$ cat src/rtl/hamming_sec_stream_encoder.sv
// Streaming Hamming SEC encoder with a 2-entry output queue and a saturating delivered-word counter.
// Define HAM_SECDED_EN to append an even overall-parity bit (SECDED) above the SEC codeword.
module hamming_sec_stream_encoder #(
  parameter int DATA_W = 8,
  parameter int CNT_W  = 16,
  localparam int P = (DATA_W <= 4)  ? 3 :
                     (DATA_W <= 11) ? 4 :
                     (DATA_W <= 26) ? 5 :
                     (DATA_W <= 57) ? 6 : 7,
`ifdef HAM_SECDED_EN
  localparam int CODE_W = DATA_W + P + 1
`else
  localparam int CODE_W = DATA_W + P
`endif
) (
  input  logic              clk,
  input  logic              rst_n,
  input  logic              in_valid,
  output logic              in_ready,
  input  logic [DATA_W-1:0] in_data,
  output logic              out_valid,
  input  logic              out_ready,
  output logic [CODE_W-1:0] out_code,
  input  logic              cnt_clr,
  output logic [CNT_W-1:0]  word_cnt
);

  localparam int unsigned SEC_W = DATA_W + P;
  localparam int unsigned PU    = P;

  typedef enum logic [1:0] {
    EMPTY,
    ONE,
    FULL
  } occ_t;

  occ_t              occ, occ_nxt;
  logic [SEC_W-1:0]  placed;
  logic [SEC_W-1:0]  sec;
  logic [P-1:0]      par;
  logic [CODE_W-1:0] enc;
  logic [CODE_W-1:0] q0, q1;
  logic              push, pop;

  // Data bits go to every non-power-of-two position p = i+1, LSB first.
  always_comb begin
    int unsigned j;
    placed = '0;
    j      = 0;
    for (int unsigned i = 0; i < SEC_W; i++) begin
      if (((i + 1) & i) != 0) begin
        placed[i] = in_data[j];
        j++;
      end
    end
  end

  always_comb begin
    par = '0;
    for (int unsigned k = 0; k < PU; k++) begin
      for (int unsigned i = 0; i < SEC_W; i++) begin
        if ((((i + 1) >> k) & 1) != 0) par[k] = par[k] ^ placed[i];
      end
    end
  end

  always_comb begin
    sec = placed;
    for (int unsigned k = 0; k < PU; k++) sec[(1 << k) - 1] = par[k];
  end

`ifdef HAM_SECDED_EN
  assign enc = {^sec, sec};
`else
  assign enc = sec;
`endif

  assign in_ready  = (occ != FULL);
  assign out_valid = (occ != EMPTY);
  assign out_code  = q0;
  assign push      = in_valid & in_ready;
  assign pop       = out_valid & out_ready;

  always_comb begin
    occ_nxt = occ;
    case (occ)
      EMPTY:   if (push) occ_nxt = ONE;
      ONE:     if (push && !pop) occ_nxt = FULL;
               else if (pop && !push) occ_nxt = EMPTY;
      FULL:    if (pop) occ_nxt = ONE;
      default: occ_nxt = EMPTY;
    endcase
  end

  // With one entry, a simultaneous push/pop overwrites the head directly.
  always_ff @(posedge clk or negedge rst_n) begin
    if (!rst_n) begin
      occ <= EMPTY;
      q0  <= '0;
      q1  <= '0;
    end else begin
      occ <= occ_nxt;
      if (push && (occ == EMPTY || (occ == ONE && pop))) q0 <= enc;
      else if (push)                                     q1 <= enc;
      else if (pop && occ == FULL)                       q0 <= q1;
    end
  end

  always_ff @(posedge clk or negedge rst_n) begin
    if (!rst_n)                        word_cnt <= '0;
    else if (cnt_clr)                  word_cnt <= '0;
    else if (pop && (word_cnt != '1))  word_cnt <= word_cnt + 1'b1;
  end

endmodule

$ cat config.mk
export PLATFORM = sky130hd
export DESIGN_NAME = hamming_sec_stream_encoder
export DESIGN_NICKNAME = d
export VERILOG_FILES = /design/src/rtl/hamming_sec_stream_encoder.sv
export SDC_FILE = /design/constraint.sdc
export NUM_CORES = 1
export LEC_CHECK = 0
export ABC_AREA = 1
export CORE_MARGIN = 10
export CORE_UTILIZATION = 42
export DETAILED_ROUTE_END_ITERATION = 7
export HOLD_SLACK_MARGIN = 0.12
export PLACE_DENSITY = 0.64
export SLEW_MARGIN = 20
export SYNTH_ARGS = -nofsm -noshare
export SYNTH_HDL_FRONTEND = slang
export SYNTH_SLANG_ARGS = --single-unit
$ cat constraint.sdc
create_clock -name clk -period 1.85 [get_ports clk]
set_clock_uncertainty 0.1 [all_clocks]
set_input_delay 0.555 -clock clk [delete_from_list [all_inputs] [get_ports clk]]
set_output_delay 0.555 -clock clk [all_outputs]
set_load 0.03 [all_outputs]
==> impl_metrics.tcl <==
set metrics [dict create \
    status "finished, final reports clean" \
    drive_gt1_frac 0.207 \
    grt_pass1_vias 2293 \
    start_util 0.433 \
    static-leakage-power_nw 1.72 \
    place_congestion 0.824 \
    worstSetupEndpointType "output pin" \
    synth-edff-count 0 \
    area_growth_syn_to_layout_pct 39.3 \
    synth_area_mm2 0.00238 \
    grt_pass1_wl_mm 10.8 \
    rsz0062_at_grt "true" \
    max_slew_margin 0.720 \
    drc_errors 0 \
    ant_nets 0 \
    yosys_warnings 0 \
    switching_share 0.414 \
    synth.distinct_cells 26 \
    reg2reg_to "word_cnt[2]" \
    fp.dieArea_mm2 0.00909 \
    crit_slowest_cell "dfrtp_1" \
    hold_end "q1[3]" \
    worst-path-max-fanout 3 \
    hpwl_mm 4.67 \
    clk_path_buf_depth 2 \
    antenna_cells 0 \
    die_h_um 95.4 \
    io_buffers 42 \
    p_sw_mw 1.57 \
    worstSetupPathType "flip-flop to output pin" \
    cts_max_level 2 \
    via_per_inst 4.90 \
    peakVddDrop_mv 0.697 \
    reg2reg_from "word_cnt[1]" \
    core_mm2 0.00551 \
    cts_tree "built" \
    seq_area_frac_synth 0.441 \
    fmax_ghz 0.558 \
    pwr-share-clk 0.165 \
    powerDensity_mw_per_mm2 1140 \
    dr.pass1.iters 4 \
    finalCritPeriodShare 0.969 \
    wirelength_mm 6.38 \
    combPwrFrac 0.475 \
    reg2reg_depth 10 \
    grt_overflow 0 \
    drt_iter0_markers 124 \
    wl_per_cell_um 13.5 \
    hold_path_depth 2 \
    row_count 27 \
    maxCapViolCount 0 \
    synth_cells 313 \
    grt_max_degree 27 \
    clk_pin_slew_ps 80 \
    clock_sinks 42 \
    finalCriticalPeriod_ps 1790 \
    setup_viol_count_final 0 \
    synthArstFlopShare 1.00 \
    grtUsageTotal 0.147 \
    tns_ps 0 \
    crit_arrival_ps 1140 \
    hold_path.startpoint "q1[3]" \
    p_int_mw 2.22 \
    tightestPinTransition_ps 421 \
    vias 2320 \
    max_stage_delay_ps 410 \
    fin_nets 415 \
    antenna_found_initial 0 \
    final_common_cell "nand2_1" \
    drv_slew 0 \
    die_x_um 95.4 \
    clock-root-buffer "clkbuf_8" \
    crit_path_frequent_cell "buf_6" \
    synth_area_per_cell_um2 7.62 \
    cp_cell_sequence "buf_6 > nor2_4 > inv_2 > buf_6" \
    synth_seq_cells 42 \
    r2r_setup_slack_ps 130 \
    hold_viol_final 0 \
    synth_fp_nets 328 \
    fillCellCount 529 \
    fin_hold_ws_ps 386 \
    io_pins 43 \
    crit_required_ps 1190 \
    p_total_mw 3.80 \
    hp-class "flip-flop to flip-flop" \
    p_seq_frac 0.359 \
    start_kind "flip-flop" \
    cts_made_buffers 5 \
    final_cell_mix "nand2_1, dfrtp_1, buf_4" \
    clk_latency_ps 300 \
    synthFlopType "dfrtp_1" \
]
==> worst max-delay path by stage <==
stage                   start        end  slack, ps  cells past startpoint
finish                 occ[0]   in_ready         60                      4
detailed placement  out_ready     occ[0]       -390                      9
CTS                    occ[1]  out_valid        -30                      3
global placement    out_ready     occ[0]       -350                      9
floorplan           out_ready     occ[0]         20                      9
global route           occ[0]   in_ready         -6                      4
==> cells by family (layout without fill, tap and decap cells) <==
family | count (synthesis) | count (layout) | synth area share
and+or+nand+nor | 185 | 186 | 0.355
buffers and inverters | 43 | 130 | 0.0761
DFF | 42 | 42 | 0.441
AOI/OAI and AO/OA | 28 | 28 | 0.0703
xor gates and xnor gates | 13 | 13 | 0.0477
adders and majority gates | 2 | 2 | 0.0105
==> through the flow <==
step                      area, um2  instances  utilization  setup WS, ps
after floorplan                2380        313            -          17.8
after global placement         3170        459        0.576          -351
after detailed placement       3170        459        0.576          -394
after CTS                      3290        471        0.597         -33.3
after global routing           3320        473        0.603         -6.15
final                          3320        473        0.603          58.0
==> routing by layer <==
| layer | global-route usage | part of all wire | wire length (um) |
|---|---|---|---|
| met2 | 0.226 | 0.44 | 2810 |
| met4 | 0.0436 | 0.011 | 72 |
| met3 | 0.0408 | 0.059 | 377 |
| met1 | 0.197 | 0.49 | 3120 |
| met5 | 0 | 0 | 0 |
==> registers in the layout (all words and copies together) (netlist names) <==
signal / cells
word_cnt: 16
occ: 2
q1: 12
out_code: 12
==> cells in the mapped netlist (all sizes together), types with 5 or more instances <==
cell / count / area [um2]
buf: 7 / 46.3
dfrtp: 42 / 1050
inv: 35 / 131
nand2: 102 / 388
nand3: 35 / 185
nand4: 15 / 93.8
nor2: 26 / 134
o211ai: 8 / 60.1
o21ai: 15 / 75.1
or2: 5 / 31.3
xnor2: 8 / 70.1
xor2: 5 / 43.8
==> final cells by class <==
| cell class | count | area (um2) | share of cell area |
|---|---|---|---|
| clock buffer | 7 | 86.3 | 0.0260 |
| clock inverter | 1 | 5.00 | 0.00151 |
| inverter | 35 | 131 | 0.0395 |
| multi-input combinational | 229 | 1200 | 0.361 |
| sequential | 42 | 1050 | 0.316 |
| tap | 72 | 90.1 | 0.0271 |
| timing repair buffer | 87 | 761 | 0.229 |
==> power by group through the flow <==
stage | logic [mW] | clock network (mW) | registers, mW
2_1_floorplan | 0.749 | 0 | 1.63
3_3_place_gp | 1.76 | 0 | 1.37
3_5_place_dp | 1.79 | 0 | 1.37
4_1_cts | 1.79 | 0.646 | 1.36
5_1_grt | 2.02 | 0.684 | 1.39
6_report | 1.80 | 0.627 | 1.36
==> timing repair <==
item,CTS,global route
hold buffers,1,0
endpoints found under the hold margin,16,0
pin swaps,1,6
setup endpoints to repair,30,30
setup buffers,3,2
cloned,0,1
gates resized for setup,37,12
==> critical path, delay by kind of cell (launching register included) <==
family,cells,cell delay [ps]
DFF,1,410
buffers and inverters,3,310
and+or+nand+nor,1,130
Power figures use the tool's default switching activity.
==> RTL edit, RTL diff (same settings) <==
Build with the macro `HAM_SECDED_EN` defined.
--- a/src/rtl/hamming_sec_stream_encoder.sv
+++ b/src/rtl/hamming_sec_stream_encoder.sv
@@ -1,5 +1,7 @@
 // Streaming Hamming SEC encoder with a 2-entry output queue and a saturating delivered-word counter.
 // Define HAM_SECDED_EN to append an even overall-parity bit (SECDED) above the SEC codeword.
+`define HAM_SECDED_EN
+
 module hamming_sec_stream_encoder #(
   parameter int DATA_W = 8,
   parameter int CNT_W  = 16,
Interface: changed (resized out_code); port bits go from 43 to 44. No check against the original RTL was run, so the function may have changed too.
==> RTL edit against the unedited design <==
  * Non-clock buffer count increased by 1
  * Cell area rose by 5.3%
  * Sequential cell count up 2
  * Core utilization is 0.56 points lower
  * Final cell count is 4.4% higher
  * Routed wire length grew 2.9%
  * Setup slack got worse by 0.024 ns
  * Area after synthesis grew 4.9%
  * Critical path depth fell by 3
  * Combinational power decreased by 4%
  * Total power is 3.9% higher
  * Highest routed layer unchanged
==> RTL edit: results (changes against the unedited design) <==
worst_setup_path:
  reg2reg_depth: 10  # unchanged
  critPathMaxStageDelay_ns: 0.44  # +0.03 ns
  cp.required_ns: 1.19  # about the same
  crit_slowest_cell: "dfrtp_2"
  crit_fanout: 6  # +3
  cp_top_family: "flip-flops"
routing:
  firstDrtPassIters: 4  # unchanged
  drt-vias-per-instance: 5.03  # +2.6%
  drt_wl_total_um: 6560  # +2.9%
  drt_iter0_markers: 83  # -33%
cts:
  clkSlewWorstSetupHoldPaths_ns: 0.08  # about the same
  cts_made_buffers: 5  # unchanged
  cts_root_buffer: "clkbuf_8"
  cts_buffer_depth: 2  # unchanged
  clk_latency_ns: 0.29
  h-tree-depth: 2  # unchanged
pwr:
  peakVddDrop_mv: 0.840  # +21%
  power.leakage_nw: 1.87  # +9.1%
grt:
  antenna_found_initial: 0  # unchanged
  grt_max_degree: 45  # +67%
  grt_pass1_vias: 2485  # +8.4%
  grtUsageTotal_pct: 13.9  # -0.77 points
  grt_first_pass_wirelength_um: 11400  # +5.2%
placement:
  numPortBuffers: 43  # +2.4%
  gp_congestion: 0.912  # +11%
  pre_cts_ws_ns: -0.228  # +0.166 ns
  place_hpwl_um: 4910  # +5.2%
final_layout:
  largest_register_ffs: 16  # unchanged
  nFillCells: 535  # +1.1%
  finalNetCount: 433  # +4.3%
  drive_above_1_share_pct: 18.4  # -2.3 points
  regMostFlops: "word_cnt"
  diodes: 0  # unchanged
synth:
  synth_fp_nets: 347  # +5.8%
  ys_types: 27  # +3.8%
  synth_common_cells: "nand2_1, nand3_1, dfrtp_1, inv_1"
  netlist_top_cells_area: "dfrtp_1, nand2_1, nand3_1"
  ys_warn_count: 0  # unchanged
  synth-async-reset-ratio_pct: 100  # unchanged
  ys_dominant_reg_cell: "dfrtp_1"
  synth-seq-area-share_pct: 44.0  # -0.071 points
timing:
  max-slew-margin-rel_pct: 72.6  # +0.67 points
outcome:
  status: "complete, no violations"
hold_path:
  hp-class: "input pin to async pin"
## RTL edit: metrics by stage
stage / hold WS, ns / area, um2 / utilization, % / cells / total power [mW]
4_1_cts: 0.122 / 3420 / 58.5 / 490 / 3.95
5_1_grt: 0.124 / 3500 / 59.8 / 494 / 4.24
3_5_place_dp: 0.372 / 3320 / 56.7 / 480 / 3.25
2_1_floorplan: 0.159 / 2500 / - / 332 / 2.50
6_report: 0.118 / 3500 / 59.8 / 494 / 3.94
3_3_place_gp: 0.367 / 3320 / 56.7 / 480 / 3.23
## RTL edit: layer usage
layer | GRT usage, % | vias up | part of all wire [%]
li1 | - | 1252 | -
met1 | 16.6 | 1173 | 44
met2 | 23.8 | 54 | 50
met3 | 3.06 | 7 | 4.5
met4 | 5.45 | 0 | 1.3
met5 | 0 | - | 0
## RTL edit: worst paths after layout
check	from	endpoint	slack, ns
hold reg to reg	q1[1]	q1[1]	0.39
max in group asynchronous	rst_n	occ[0]	1.32
setup / recovery	word_cnt[0]	word_cnt[0]	0.03
hold / removal	rst_n	word_cnt[3]	0.12
setup reg to reg	word_cnt[8]	word_cnt[5]	0.10
min in group clk	q1[1]	q1[1]	0.39
## RTL edit: layout make-up
class | instances | area, um2 | area share, %
clock buffer | 5 | 68.8 | 1.97
timing repair buffer | 88 | 783 | 22.4
sequential | 44 | 1100 | 31.6
tap | 75 | 93.8 | 2.68
inverter | 32 | 120 | 3.43
multi-input combinational | 247 | 1280 | 36.6
clock inverter | 3 | 47.5 | 1.36
## RTL edit: where the power goes
group,internal (mW),switching [mW],leakage (nW)
sequential,1.28,0.195,0.563
combinational,0.657,1.06,1.25
clock,0.407,0.344,0.0583
## RTL edit: repair_timing
item | in CTS | in global routing
pin swaps | 3 | 2
cloned | 1 | 0
setup buffers | 1 | 4
hold endpoints to repair | 0 | 0
resized for setup | 31 | 16
endpoints found under the setup margin | 43 | 25
## RTL edit: logic make-up (layout without fill, tap and decap cells)
family          after synthesis  in the layout  synth area share [%]
simple gates                206            207                  37.5
flops                        44             44                  44.0
buf+inv                      42            128                  6.80
compound gates               26             26                  6.50
xor+xnor                     11             11                  3.85
fa+ha+maj                     2              2                  1.00
mux                           1              1                 0.400
